**config.mk**
```make
export PLATFORM = sky130hd
export DESIGN_NAME = link_tx_scheduler
export DESIGN_NICKNAME = d
export VERILOG_FILES = /design/src/rtl/link_tx_scheduler.sv
export SDC_FILE = /design/constraint.sdc
export NUM_CORES = 1
export LEC_CHECK = 0
export BUFFER_PORTS_ARGS = -buffer_cell sky130_fd_sc_hd__buf_2
export CAP_MARGIN = 10
export CORE_MARGIN = 2
export CORE_UTILIZATION = 46
export DETAILED_ROUTE_END_ITERATION = 10
export PLACE_DENSITY_LB_ADDON = 0.12
export SETUP_SLACK_MARGIN = 0.2
export SYNTH_ARGS = -nofsm -noshare
export SYNTH_HDL_FRONTEND = slang
export SYNTH_SLANG_ARGS = --single-unit
export TNS_END_PERCENT = 20
```
**constraint.sdc**
```tcl
create_clock -name clk -period 2 [get_ports clk]
set_input_delay 0.2 -clock clk [delete_from_list [all_inputs] [get_ports clk]]
set_output_delay 0.2 -clock clk [all_outputs]
set_load 0.005 [all_outputs]
```
**src/rtl/link_tx_scheduler.sv**
```systemverilog
// Transmit scheduler for one DS link port: arbitrates two N-char requesters packet by packet,
// interleaves FCT L-chars and enforces credit-based flow control on the shared encoder.
module link_tx_scheduler #(
    parameter int CREDIT_PER_FCT = 8,
    parameter int MAX_CREDIT     = 56,
    parameter int CW             = 6
) (
    input  logic          clk,
    input  logic          rst,
    input  logic          link_up,
    input  logic          fct_rx,
    input  logic          fct_req,
    input  logic          req0_valid,
    input  logic [8:0]    req0_data,
    output logic          req0_ready,
    input  logic          req1_valid,
    input  logic [8:0]    req1_data,
    output logic          req1_ready,
    output logic          enc_valid,
    output logic [1:0]    enc_char,
    output logic [7:0]    enc_data,
    input  logic          enc_ready,
    output logic [CW-1:0] credit,
    output logic          credit_err
);

    typedef enum logic [1:0] {IDLE, PKT0, PKT1} state_t;

    localparam logic [1:0] CHAR_DATA = 2'b00;
    localparam logic [1:0] CHAR_FCT  = 2'b01;
    localparam logic [1:0] CHAR_EOP  = 2'b10;

    state_t      state, stateNext;
    logic        lastGrant, lastGrantNext;
    logic [2:0]  fctPend;
    logic        loadEn, fctSel, nSel;
    logic        pick, pickValid;
    logic [8:0]  selData;
    logic [CW:0] creditSum;
    logic        creditOvf;

    // Pick the candidate requester: round-robin on ties in IDLE, packet owner otherwise
    always_comb begin
        pick      = 1'b0;
        pickValid = 1'b0;
        case (state)
            IDLE: begin
                if (req0_valid && req1_valid) begin
                    pick      = ~lastGrant;
                    pickValid = 1'b1;
                end else if (req0_valid) begin
                    pick      = 1'b0;
                    pickValid = 1'b1;
                end else if (req1_valid) begin
                    pick      = 1'b1;
                    pickValid = 1'b1;
                end
            end
            PKT0: begin
                pick      = 1'b0;
                pickValid = req0_valid;
            end
            PKT1: begin
                pick      = 1'b1;
                pickValid = req1_valid;
            end
            default: begin
                pick      = 1'b0;
                pickValid = 1'b0;
            end
        endcase
    end

    // FCTs preempt N-chars even mid-packet; N-chars need credit
    always_comb begin
        selData    = pick ? req1_data : req0_data;
        loadEn     = link_up & (~enc_valid | enc_ready);
        fctSel     = loadEn & (fctPend != 3'd0);
        nSel       = loadEn & ~fctSel & (credit != '0) & pickValid;
        req0_ready = nSel & ~pick;
        req1_ready = nSel & pick;
    end

    always_comb begin
        stateNext     = state;
        lastGrantNext = lastGrant;
        if (nSel) begin
            if (selData[8]) begin
                stateNext     = IDLE;
                lastGrantNext = pick;
            end else begin
                stateNext = pick ? PKT1 : PKT0;
            end
        end
    end

    // One extra bit so credit plus a full FCT increment cannot wrap before the ceiling test
    always_comb begin
        creditSum = {1'b0, credit};
        if (fct_rx) begin
            creditSum = creditSum + (CW+1)'(CREDIT_PER_FCT);
        end
        if (nSel) begin
            creditSum = creditSum - (CW+1)'(1);
        end
        creditOvf = creditSum > (CW+1)'(MAX_CREDIT);
    end

    always_ff @(posedge clk or posedge rst) begin
        if (rst) begin
            state      <= IDLE;
            lastGrant  <= 1'b1;
            fctPend    <= 3'd0;
            credit     <= '0;
            credit_err <= 1'b0;
            enc_valid  <= 1'b0;
            enc_char   <= CHAR_DATA;
            enc_data   <= 8'd0;
        end else if (!link_up) begin
            state      <= IDLE;
            fctPend    <= 3'd0;
            credit     <= '0;
            credit_err <= 1'b0;
            enc_valid  <= 1'b0;
            enc_char   <= CHAR_DATA;
            enc_data   <= 8'd0;
        end else begin
            state     <= stateNext;
            lastGrant <= lastGrantNext;
            if (creditOvf) begin
                credit     <= CW'(MAX_CREDIT);
                credit_err <= 1'b1;
            end else begin
                credit <= creditSum[CW-1:0];
            end
            case ({fct_req, fctSel})
                2'b10:   if (fctPend != 3'd7) fctPend <= fctPend + 3'd1;
                2'b01:   fctPend <= fctPend - 3'd1;
                default: fctPend <= fctPend;
            endcase
            if (fctSel) begin
                enc_valid <= 1'b1;
                enc_char  <= CHAR_FCT;
                enc_data  <= 8'd0;
            end else if (nSel) begin
                enc_valid <= 1'b1;
                enc_char  <= selData[8] ? CHAR_EOP : CHAR_DATA;
                enc_data  <= selData[8] ? 8'd0 : selData[7:0];
            end else if (loadEn) begin
                enc_valid <= 1'b0;
                enc_char  <= CHAR_DATA;
                enc_data  <= 8'd0;
            end
        end
    end

endmodule

```
==> results of run 1 <==
## flip-flops by register name (all words and copies together), names as in the netlist
| register | count |
|---|---|
| enc_data | 8 |
| credit | 6 |
| fctPend | 3 |
| enc_char | 2 |
| state | 2 |
| credit_err | 1 |
| enc_valid | 1 |
| lastGrant | 1 |
## cell usage in the layout, fill, tap and decap left out, types with 3 or more instances in the layout
master,synthesis,layout
buf_2,2,46
buf_4,0,44
dfrtp_1,23,21
inv_1,14,12
a222oi_1,8,8
nand2_1,6,6
xnor2_1,6,6
a21oi_1,7,5
nor3_1,5,5
nor2_1,5,4
nand2b_1,4,3
nor2b_1,3,3
nor4_2,1,3
nor4_1,5,3
a31oi_1,3,3
clkbuf_4,0,3
buf_6,1,3
## power groups by stage
| stage | logic, mW | registers (mW) | clock network (mW) |
|---|---|---|---|
| 2_1_floorplan | 1.01 | 0.784 | 0 |
| 3_3_place_gp | 1.74 | 0.737 | 0 |
| 3_5_place_dp | 1.82 | 0.746 | 0 |
| 4_1_cts | 2.23 | 0.741 | 0.365 |
| 5_1_grt | 2.58 | 0.766 | 0.388 |
| 6_report | 2.43 | 0.746 | 0.363 |
## per-stage QoR
stage,std cells,hold WS (ps)
global route,294,57.30
detailed placement,280,361.8
finish,294,69.32
floorplan,155,213.7
global placement,280,349.8
CTS,293,68.69
## worst register-to-register path: cells and delay by family, from the launching register on
kind	cells	cell delay (ps)
buffers and inverters	3	430
flip-flops	1	420
AO/OA/AOI/OAI	1	230
XOR/XNOR	1	150
AND/OR/NAND/NOR	2	870
## layout make-up
class                           count  area share, %
Sequential cell                    24          24.94
Clock inverter                      1          1.239
Multi-Input combinational cell    112          43.42
Clock buffer                        3         0.9293
Inverter                           14          2.168
Timing Repair Buffer               94          24.94
Tap cell                           46          2.375
## layer usage
| metal | track usage (%) | routed length [µm] |
|---|---|---|
| met5 | 0 | 0 |
| met4 | 9.722 | 74 |
| met2 | 42.93 | 2628 |
| met1 | 32.71 | 2138 |
| met3 | 3.261 | 277 |
## cells in the mapped netlist, types with 4 or more instances
cell and n:
a21oi_1 7, a222oi_1 8, dfrtp_1 23, inv_1 14, nand2_1 6, nand2b_1 4, nor2_1 5, nor3_1 5
nor4_1 5, xnor2_1 6
## cells by family after synthesis
| group | count (synthesis) |
|---|---|
| AND/OR/NAND/NOR | 55 |
| AO/OA/AOI/OAI | 41 |
| flip-flops | 24 |
| buffers and inverters | 19 |
| XOR/XNOR | 8 |
| multiplexers | 4 |
| adder cells (fa/ha/maj) | 4 |
## repair_timing
action	4_1_cts	5_1_grt
hold endpoints to repair	10	0
endpoints found under the setup margin	22	24
gates cloned	1	0
hold buffers	1	0
resized for setup	22	12
pin swaps	13	10
buffers inserted	7	1
## how the worst max path moves through the flow
stage                  end  cells after the start       from  slack, ps
6_report         credit[5]                      7  credit[1]       -180
5_1_grt          credit[5]                      7  credit[1]       -230
4_1_cts        enc_data[4]                      9  credit[1]       -110
3_5_place_dp     credit[1]                      6  credit[4]       -140
3_3_place_gp     credit[5]                      6  credit[3]        -40
2_1_floorplan    credit[3]                      6  credit[3]         20
==> impl_metrics.csv, run 1 <==
group,metric,value,unit
final_layout,final_area,2424,µm²
logic_synthesis,async_flop_share,100.0,%
critical_path,regToRegEndpoint,"credit[5]",
critical_path,critical_path.top_delay_family,"simple AND/OR/NAND/NOR gates",
place,globalplace.congestion,0.8366,
logic_synthesis,yosysTopAreaCell,"dfrtp_1",
floorplan,rows,21,
final_layout,multi_input_area,1052,µm²
worst_hold_path,worstHoldStart,"req0_data[1]",
power_and_ir_drop,vdd_ir_drop_max,0.9591,mV
sta,relSlewSlack,48.14,%
final_layout,fillers,275,
sta,final-setup-viol-count,15,
critical_path,worstSetupPathType,"flop to flop",
critical_path,cpPeakStageDelay,510,ps
floorplan,start_util,47.32,%
power_and_ir_drop,pwr-share-clk,10.3,%
logic_synthesis,yosys_warnings,0,
route,drt_iter0_markers,172,
power_and_ir_drop,power.total,3.536,mW
logic_synthesis,synth.distinct_cells,58,
sta,skew,1.718,ps
sta,rsz0062_at_grt,"true",
critical_path,timing.rr.start,"credit[1]",
sta,setup_tns,-1014,ps
route,drc,0,
floorplan,fp.dieH,62.36,µm
cts,clock_latency,320,ps
cts,numClockSinks,24,
final_layout,area_delta_synth_final,54.71,%
critical_path,cp_common_cell,"buf_4",
logic_synthesis,synth_top_family_by_area,"simple AND/OR/NAND/NOR gates",
critical_path,start_kind,"flop",
power_and_ir_drop,powerDensity,1459,nW/µm²
sta,fin_crit,2182,ps
critical_path,arrival,2410,ps
cts,cts_buffers,3,
critical_path,crit_slowest_cell,"or4_4",
cts,clkTransAtPathRegs,140,ps
global_route,grt_pass1_wl,7.797,mm
logic_synthesis,synth_xor_xnor_area_share,4.473,%
global_route,grt_max_degree,20,
place,hpwl,3.550,mm
sta,finalCritPeriodShare,109.1,%
logic_synthesis,muxShareOfSynthArea,2.636,%
power_and_ir_drop,pwr-share-seq,21.1,%
logic_synthesis,synth_compound_area_share,21.41,%
global_route,overflow,0,
final_layout,register_area,604.3,µm²
place,place_ws,-144.0,ps
flow_run,cap_violations,0,
route,wl,5.118,mm
outcome,violations,"setup timing",
logic_synthesis,ys_ff_latch,24,
logic_synthesis,yosysTopAreaCellShare,36.74,%
route,avgViaCountPerCell,5.680,
final_layout,drive_gt1_share,55.24,%
logic_synthesis,synthTopCellsByArea,"dfrtp_1 (37%), a222oi_1 (5.1%), inv_1 (3.4%)",
cts,cts_tree,"built",
route,drtAntennaViolNets,0,
place,place_area,2128,µm²
outcome,outcome,"finished, violations left",
critical_path,ff2ff_path_depth,7,
critical_path,cp.required,2230,ps
logic_synthesis,synthFlopType,"dfrtp_1",
sta,slew_viol_final,0,
logic_synthesis,synth_nets,185,
logic_synthesis,ys_seq_area_share,38.42,%
route,vias,1670,
power_and_ir_drop,power.switching,1.492,mW
worst_hold_path,holdPathEnd,"enc_data[1]",
critical_path,rrSetupSlack,-180,ps
logic_synthesis,yosys.area_share.simple,24.20,%
logic_synthesis,synth-adder-area-share,3.674,%
sta,max_clock_freq,458.4,MHz
logic_synthesis,synth_cells,155,
route,wire_per_inst,17.41,µm
worst_hold_path,hold_depth,3,
power_and_ir_drop,swShare,42.20,%
cts,htree_levels,1,
final_layout,diodes,0,
place,io_buffers,45,
cts,clk_path_buf_depth,2,
floorplan,die_area,3888,µm²
global_route,antenna_found_initial,0,
logic_synthesis,syn_area,1567,µm²
final_layout,finalNetCount,279,
global_route,grt_usage,25.19,%
floorplan,fp.dieW,62.36,µm
critical_path,path_buf_inv,3,
logic_synthesis,avgSynthCellArea,10.11,µm²
cts,root_buffer,"clkbuf_4",
sta,tightest_slew,777.1,ps
global_route,first_global_vias,1687,
final_layout,final_util,73.20,%
critical_path,cp_max_fo,4,
worst_hold_path,hp-class,"input port to flop",
floorplan,coreArea,3311,µm²
sta,finalHoldViolCount,0,
power_and_ir_drop,internal_power,2.044,mW
floorplan,ioPinCount,46,
critical_path,path_cells,"buf_4 -> buf_4 -> or3_4 -> or4_4 -> buf_4 -> xnor2_1 -> o21a_1",
power_and_ir_drop,p_comb_share,68.6,%
logic_synthesis,synth_edf_count,0,
route,drt-pass1-iter-count,5,
sta,setup_slack,-181.6,ps
critical_path,crit_path_end_kind,"flop",
power_and_ir_drop,power.leakage,1.215,nW
No activity file was read; power rests on OpenSTA's default activity.
==> run 2: changes to the inputs <==
SETUP_SLACK_MARGIN = default   (was 0.2)
SLEW_MARGIN = 20   (was default)
==> run 2 against run 1 <==
The run still ends with setup timing left. Sequential share of layout area rose by 0.80 points. Setup slack improved by 110 ps. Die area did not move. Via count fell by 4.6%. Global-route usage fell by 1.9 points. First-iteration DRC count fell by 40%. Largest power group unchanged. Highest routed layer unchanged.
==> impl_metrics.csv, run 2 (synthesis results as in run 1) <==
group,metric,value,unit
final_layout,mostFrequentLayoutCells,"buf_2 (45), buf_4 (42), dfrtp_1 (21), inv_1 (12), a222oi_1 (8)",
final_layout,regMostFlops,"enc_data",
critical_path,worstSetupPathType,"flop to primary output",
critical_path,crit_path_end_kind,"primary output",
place,place_ws,-141.0,ps
final_layout,final_util,70.94,%
final_layout,top_regs,"enc_data (8), credit (6), fctPend (3)",
power_and_ir_drop,internal_power,1.862,mW
final_layout,final_area,2349,µm²
critical_path,path_buf_inv,2,
worst_hold_path,holdPathEnd,"enc_data[5]",
sta,max_clock_freq,481.8,MHz
power_and_ir_drop,pwr-share-seq,23.1,%
sta,relSlewSlack,65.19,%
critical_path,timing.rr.start,"credit[0]",
sta,finalHoldViolCount,0,
sta,final-setup-viol-count,10,
floorplan,start_util,47.32,%
cts,clk_path_buf_depth,2,
final_layout,layout_commonest_cell,"buf_2",
critical_path,cpPeakStageDelay,500,ps
cts,clkTransAtPathRegs,130,ps
power_and_ir_drop,powerDensity,1381,nW/µm²
sta,tightest_slew,519.9,ps
route,avgViaCountPerCell,5.531,
global_route,overflow,0,
flow_run,cap_violations,0,
worst_hold_path,hp-class,"input port to flop",
cts,clock_latency,320,ps
route,drt-pass1-iter-count,6,
sta,skew,5.075,ps
critical_path,arrival,1880,ps
critical_path,path_cells,"inv_2 -> ha_4 -> or4b_4 -> nor2_4 -> nor2_4 -> and2_4 -> buf_2",
sta,finalCritPeriodShare,103.8,%
cts,root_buffer,"clkbuf_4",
critical_path,ff2ff_path_depth,9,
sta,setup_slack,-75.53,ps
global_route,grt_usage,23.27,%
critical_path,regToRegEndpoint,"credit[1]",
critical_path,crit_slowest_cell,"or4b_4",
critical_path,start_kind,"flop",
place,place_area,2076,µm²
sta,slew_viol_final,0,
route,drt_iter0_markers,104,
worst_hold_path,hold_depth,3,
cts,cts_tree,"built",
place,globalplace.congestion,0.9320,
power_and_ir_drop,pwr-share-clk,7.9,%
floorplan,ioPinCount,46,
critical_path,cp_common_cell,"nor2_4",
route,wire_per_inst,15.32,µm
global_route,grt_max_degree,25,
final_layout,fin_cells,288,
place,dp.cells,273,
power_and_ir_drop,power.leakage,1.166,nW
final_layout,finalNetCount,273,
floorplan,rows,21,
place,hpwl,3.159,mm
power_and_ir_drop,swShare,42.60,%
floorplan,die_area,3888,µm²
critical_path,cp-startpoint,"credit[0]",
outcome,outcome,"finished, violations left",
power_and_ir_drop,vdd_ir_drop_max,0.8535,mV
cts,cts_buffers,3,
critical_path,cp_max_fo,4,
critical_path,cp.required,1800,ps
power_and_ir_drop,power.total,3.244,mW
critical_path,critical_path.top_delay_family,"simple AND/OR/NAND/NOR gates",
global_route,antenna_found_initial,0,
global_route,grt_pass1_wl,7.265,mm
route,drtAntennaViolNets,0,
outcome,violations,"setup timing",
route,vias,1593,
power_and_ir_drop,p_comb_share,69.0,%
final_layout,drive_gt1_share,52.89,%
final_layout,largest_reg_flops,8,
floorplan,fp.dieW,62.36,µm
power_and_ir_drop,power.switching,1.382,mW
route,drc,0,
floorplan,coreArea,3311,µm²
final_layout,diodes,0,
route,wl,4.413,mm
floorplan,fp.dieH,62.36,µm
critical_path,rrSetupSlack,-70,ps
cts,htree_levels,1,
global_route,first_global_vias,1573,
cts,numClockSinks,24,
place,io_buffers,45,
sta,rsz0062_at_grt,"true",
worst_hold_path,worstHoldStart,"req0_data[5]",
final_layout,area_delta_synth_final,49.92,%
sta,fin_crit,2076,ps
==> run 2: changes by cell type in the layout (fill, tap and decap cells not counted), sizes merged <==
cell    delta
buf        -6
bufinv     -1
clkbuf     +1
==> run 2: cell type report <==
type	instances	area, µm²
clock buffers	4	36.28
inverters	14	52.55
repair buffers	88	550.5
fillers	275	962.2
well taps	46	57.56
multi-input cells	112	1047
flip-flops and latches	24	604.3
==> run 2: through the flow <==
| stage | TNS [ps] | hold slack [ps] |
|---|---|---|
| 3_3_place_gp | -384.2 | 256.5 |
| 4_1_cts | -546.1 | 66.77 |
| 2_1_floorplan | 0 | 213.7 |
| 5_1_grt | -1998 | 62.21 |
| 6_report | -428.9 | 74.39 |
| 3_5_place_dp | -871.0 | 266.4 |
==> run 2: power groups by stage <==
stage	registers (mW)	logic (mW)	clock network, mW
finish	0.750	2.24	0.257
global placement	0.747	1.66	0
CTS	0.745	2.07	0.272
floorplan	0.784	1.00	0
detailed placement	0.756	1.70	0
global route	0.766	2.41	0.295
==> run 2: worst max-delay path by stage <==
stage                  to  slack, ps  cells past startpoint
6_report       req0_ready        -80                      7
3_3_place_gp    credit[2]       -120                      6
3_5_place_dp    credit[1]       -140                      6
4_1_cts        req0_ready       -100                      7
2_1_floorplan   credit[0]         20                      6
5_1_grt        req0_ready       -180                      7
==> run 2: per-layer routing <==
layer	up-vias	part of all wire [%]	routed length, µm	GRT usage [%]
met5	-	0	0	0
met4	0	0.95	42	5.556
met3	4	4.6	204	3.804
met2	47	51	2232	41.30
met1	771	44	1933	29.76
li1	771	-	-	-
==> run 2: timing repair <==
action | CTS | global route
resized for setup | 19 | 8
setup endpoints to repair | 16 | 17
hold endpoints to repair | 23 | 0
setup buffers | 8 | 2
hold buffers | 1 | 0
pin swaps | 8 | 5
==> run 2: worst min-delay path, stage by stage <==
cell	delay, ps
buf_2	70
a222oi_1	50
inv_1	50
==> run 3: changes to the inputs <==
SKIP_LAST_GASP = 1   (was default)
==> run 3 against run 2 <==
Via count up 0.19%. First-iteration DRC count down 0.96%. The run still ends with setup timing left. Utilization down 0.19 points. Routed wire length up 0.20%. Die area unchanged. Clock skew about the same.
==> impl_metrics.csv, run 3 (synthesis results as in run 1) <==
group,metric,value,unit
cts,cts_tree,"built",
final_layout,drive_gt1_share,52.48,%
power_and_ir_drop,swShare,42.63,%
route,vias,1596,
critical_path,worstSetupPathType,"flop to primary output",
final_layout,largest_reg_flops,8,
place,io_buffers,45,
power_and_ir_drop,power.switching,1.380,mW
final_layout,mostFrequentLayoutCells,"buf_2 (45), buf_4 (42), dfrtp_1 (21), inv_1 (12), a222oi_1 (8)",
power_and_ir_drop,vdd_ir_drop_max,0.8535,mV
floorplan,fp.dieW,62.36,µm
final_layout,finalNetCount,273,
critical_path,arrival,1880,ps
sta,finalCritPeriodShare,103.8,%
final_layout,fillers,277,
sta,fin_crit,2075,ps
sta,slew_viol_final,0,
place,place_area,2076,µm²
final_layout,fin_cells,288,
flow_run,cap_violations,0,
global_route,overflow,0,
route,avgViaCountPerCell,5.542,
global_route,grt_usage,23.27,%
power_and_ir_drop,internal_power,1.856,mW
outcome,violations,"setup timing",
floorplan,coreArea,3311,µm²
critical_path,path_cells,"inv_2 -> ha_4 -> or4b_4 -> nor2_4 -> nor2_4 -> and2_4 -> buf_2",
sta,setup_slack,-75.50,ps
final_layout,regMostFlops,"enc_data",
outcome,outcome,"finished, violations left",
cts,htree_levels,1,
global_route,antenna_found_initial,0,
route,drt_iter0_markers,103,
floorplan,fp.dieH,62.36,µm
sta,skew,4.692,ps
critical_path,crit_path_end_kind,"primary output",
floorplan,die_area,3888,µm²
global_route,grt_max_degree,25,
critical_path,start_kind,"flop",
power_and_ir_drop,power.leakage,1.164,nW
place,hpwl,3.159,mm
sta,tightest_slew,525.8,ps
route,drc,0,
floorplan,ioPinCount,46,
cts,root_buffer,"clkbuf_4",
sta,max_clock_freq,481.8,MHz
critical_path,cp_common_cell,"nor2_4",
route,drt-pass1-iter-count,6,
sta,relSlewSlack,64.80,%
floorplan,rows,21,
worst_hold_path,hp-class,"input port to flop",
critical_path,cpPeakStageDelay,500,ps
critical_path,crit_slowest_cell,"or4b_4",
sta,final-setup-viol-count,10,
place,dp.cells,273,
power_and_ir_drop,pwr-share-seq,23.2,%
sta,finalHoldViolCount,0,
final_layout,area_delta_synth_final,49.52,%
sta,rsz0062_at_grt,"true",
critical_path,cp_max_fo,4,
place,globalplace.congestion,0.9320,
cts,clk_path_buf_depth,2,
critical_path,cp.required,1800,ps
worst_hold_path,hold_depth,3,
global_route,first_global_vias,1573,
final_layout,top_regs,"enc_data (8), credit (6), fctPend (3)",
cts,numClockSinks,24,
final_layout,layout_commonest_cell,"buf_2",
route,drtAntennaViolNets,0,
power_and_ir_drop,pwr-share-clk,7.9,%
route,wire_per_inst,15.35,µm
cts,clkTransAtPathRegs,130,ps
final_layout,diodes,0,
global_route,grt_pass1_wl,7.265,mm
critical_path,ff2ff_path_depth,9,
power_and_ir_drop,p_comb_share,68.9,%
cts,clock_latency,320,ps
floorplan,start_util,47.32,%
route,wl,4.422,mm
final_layout,final_area,2342,µm²
cts,cts_buffers,3,
power_and_ir_drop,powerDensity,1382,nW/µm²
[run 3: worst max-delay path, delay by kind of cell, from the launching register on]
kind / cells / cell delay, ps
AND/OR/NAND/NOR: 4 / 830
flip-flops: 1 / 410
buffers and inverters: 2 / 200
adder cells (fa/ha/maj): 1 / 130
[run 3: final cells by class]
| type | count | area, µm² | area share, % |
|---|---|---|---|
| clock buffers | 4 | 36.28 | 1.549 |
| inverters | 14 | 52.55 | 2.244 |
| multi-input cells | 112 | 1041 | 44.44 |
| flip-flops and latches | 24 | 604.3 | 25.80 |
| well taps | 46 | 57.56 | 2.457 |
| repair buffers | 88 | 550.5 | 23.50 |
[run 3: per-stage QoR]
step / hold slack (ps) / setup WS [ps] / power (mW) / TNS, ps / utilization (%)
floorplan: 213.7 / 17.09 / 1.784 / 0 / -
global placement: 256.5 / -115.5 / 2.409 / -384.2 / 62.70
detailed placement: 266.4 / -141.0 / 2.457 / -871.0 / 62.70
CTS: 66.77 / -96.03 / 3.082 / -562.1 / 68.86
global route: 62.21 / -178.9 / 3.464 / -2051 / 70.75
finish: 77.57 / -75.50 / 3.236 / -437.8 / 70.75
[run 3: power groups by stage]
stage	logic, mW	registers, mW	clock network, mW
floorplan	1.00	0.784	0
global placement	1.66	0.747	0
detailed placement	1.70	0.756	0
CTS	2.07	0.745	0.272
global route	2.40	0.766	0.295
finish	2.23	0.750	0.256
[run 3: what timing repair did]
| item | CTS | global route |
|---|---|---|
| endpoints found under the hold margin | 23 | 0 |
| gates resized for setup | 19 | 7 |
| setup endpoints to repair | 16 | 17 |
| hold buffers | 1 | 0 |
| setup buffers | 8 | 2 |
| pin swaps | 7 | 4 |
| gates cloned | 0 | 0 |
[run 3: final timing paths]
path,start,slack (ps),end
setup / recovery,credit[0],-80,req0_ready
hold / removal,req0_data[5],80,enc_data[5]
setup reg to reg,credit[0],-70,credit[1]
hold reg to reg,enc_char[0],500,enc_char[0]
max in group asynchronous,rst,1250,lastGrant
min in group asynchronous,rst,450,fctPend[2]
[run 3: metal layers]
layer | global-route usage (%) | vias to the layer above | part of all wire [%]
met5 | 0 | - | 0
met4 | 5.556 | 0 | 0.97
met3 | 3.804 | 4 | 4.3
met2 | 41.30 | 52 | 50
met1 | 29.76 | 769 | 44
li1 | - | 771 | -
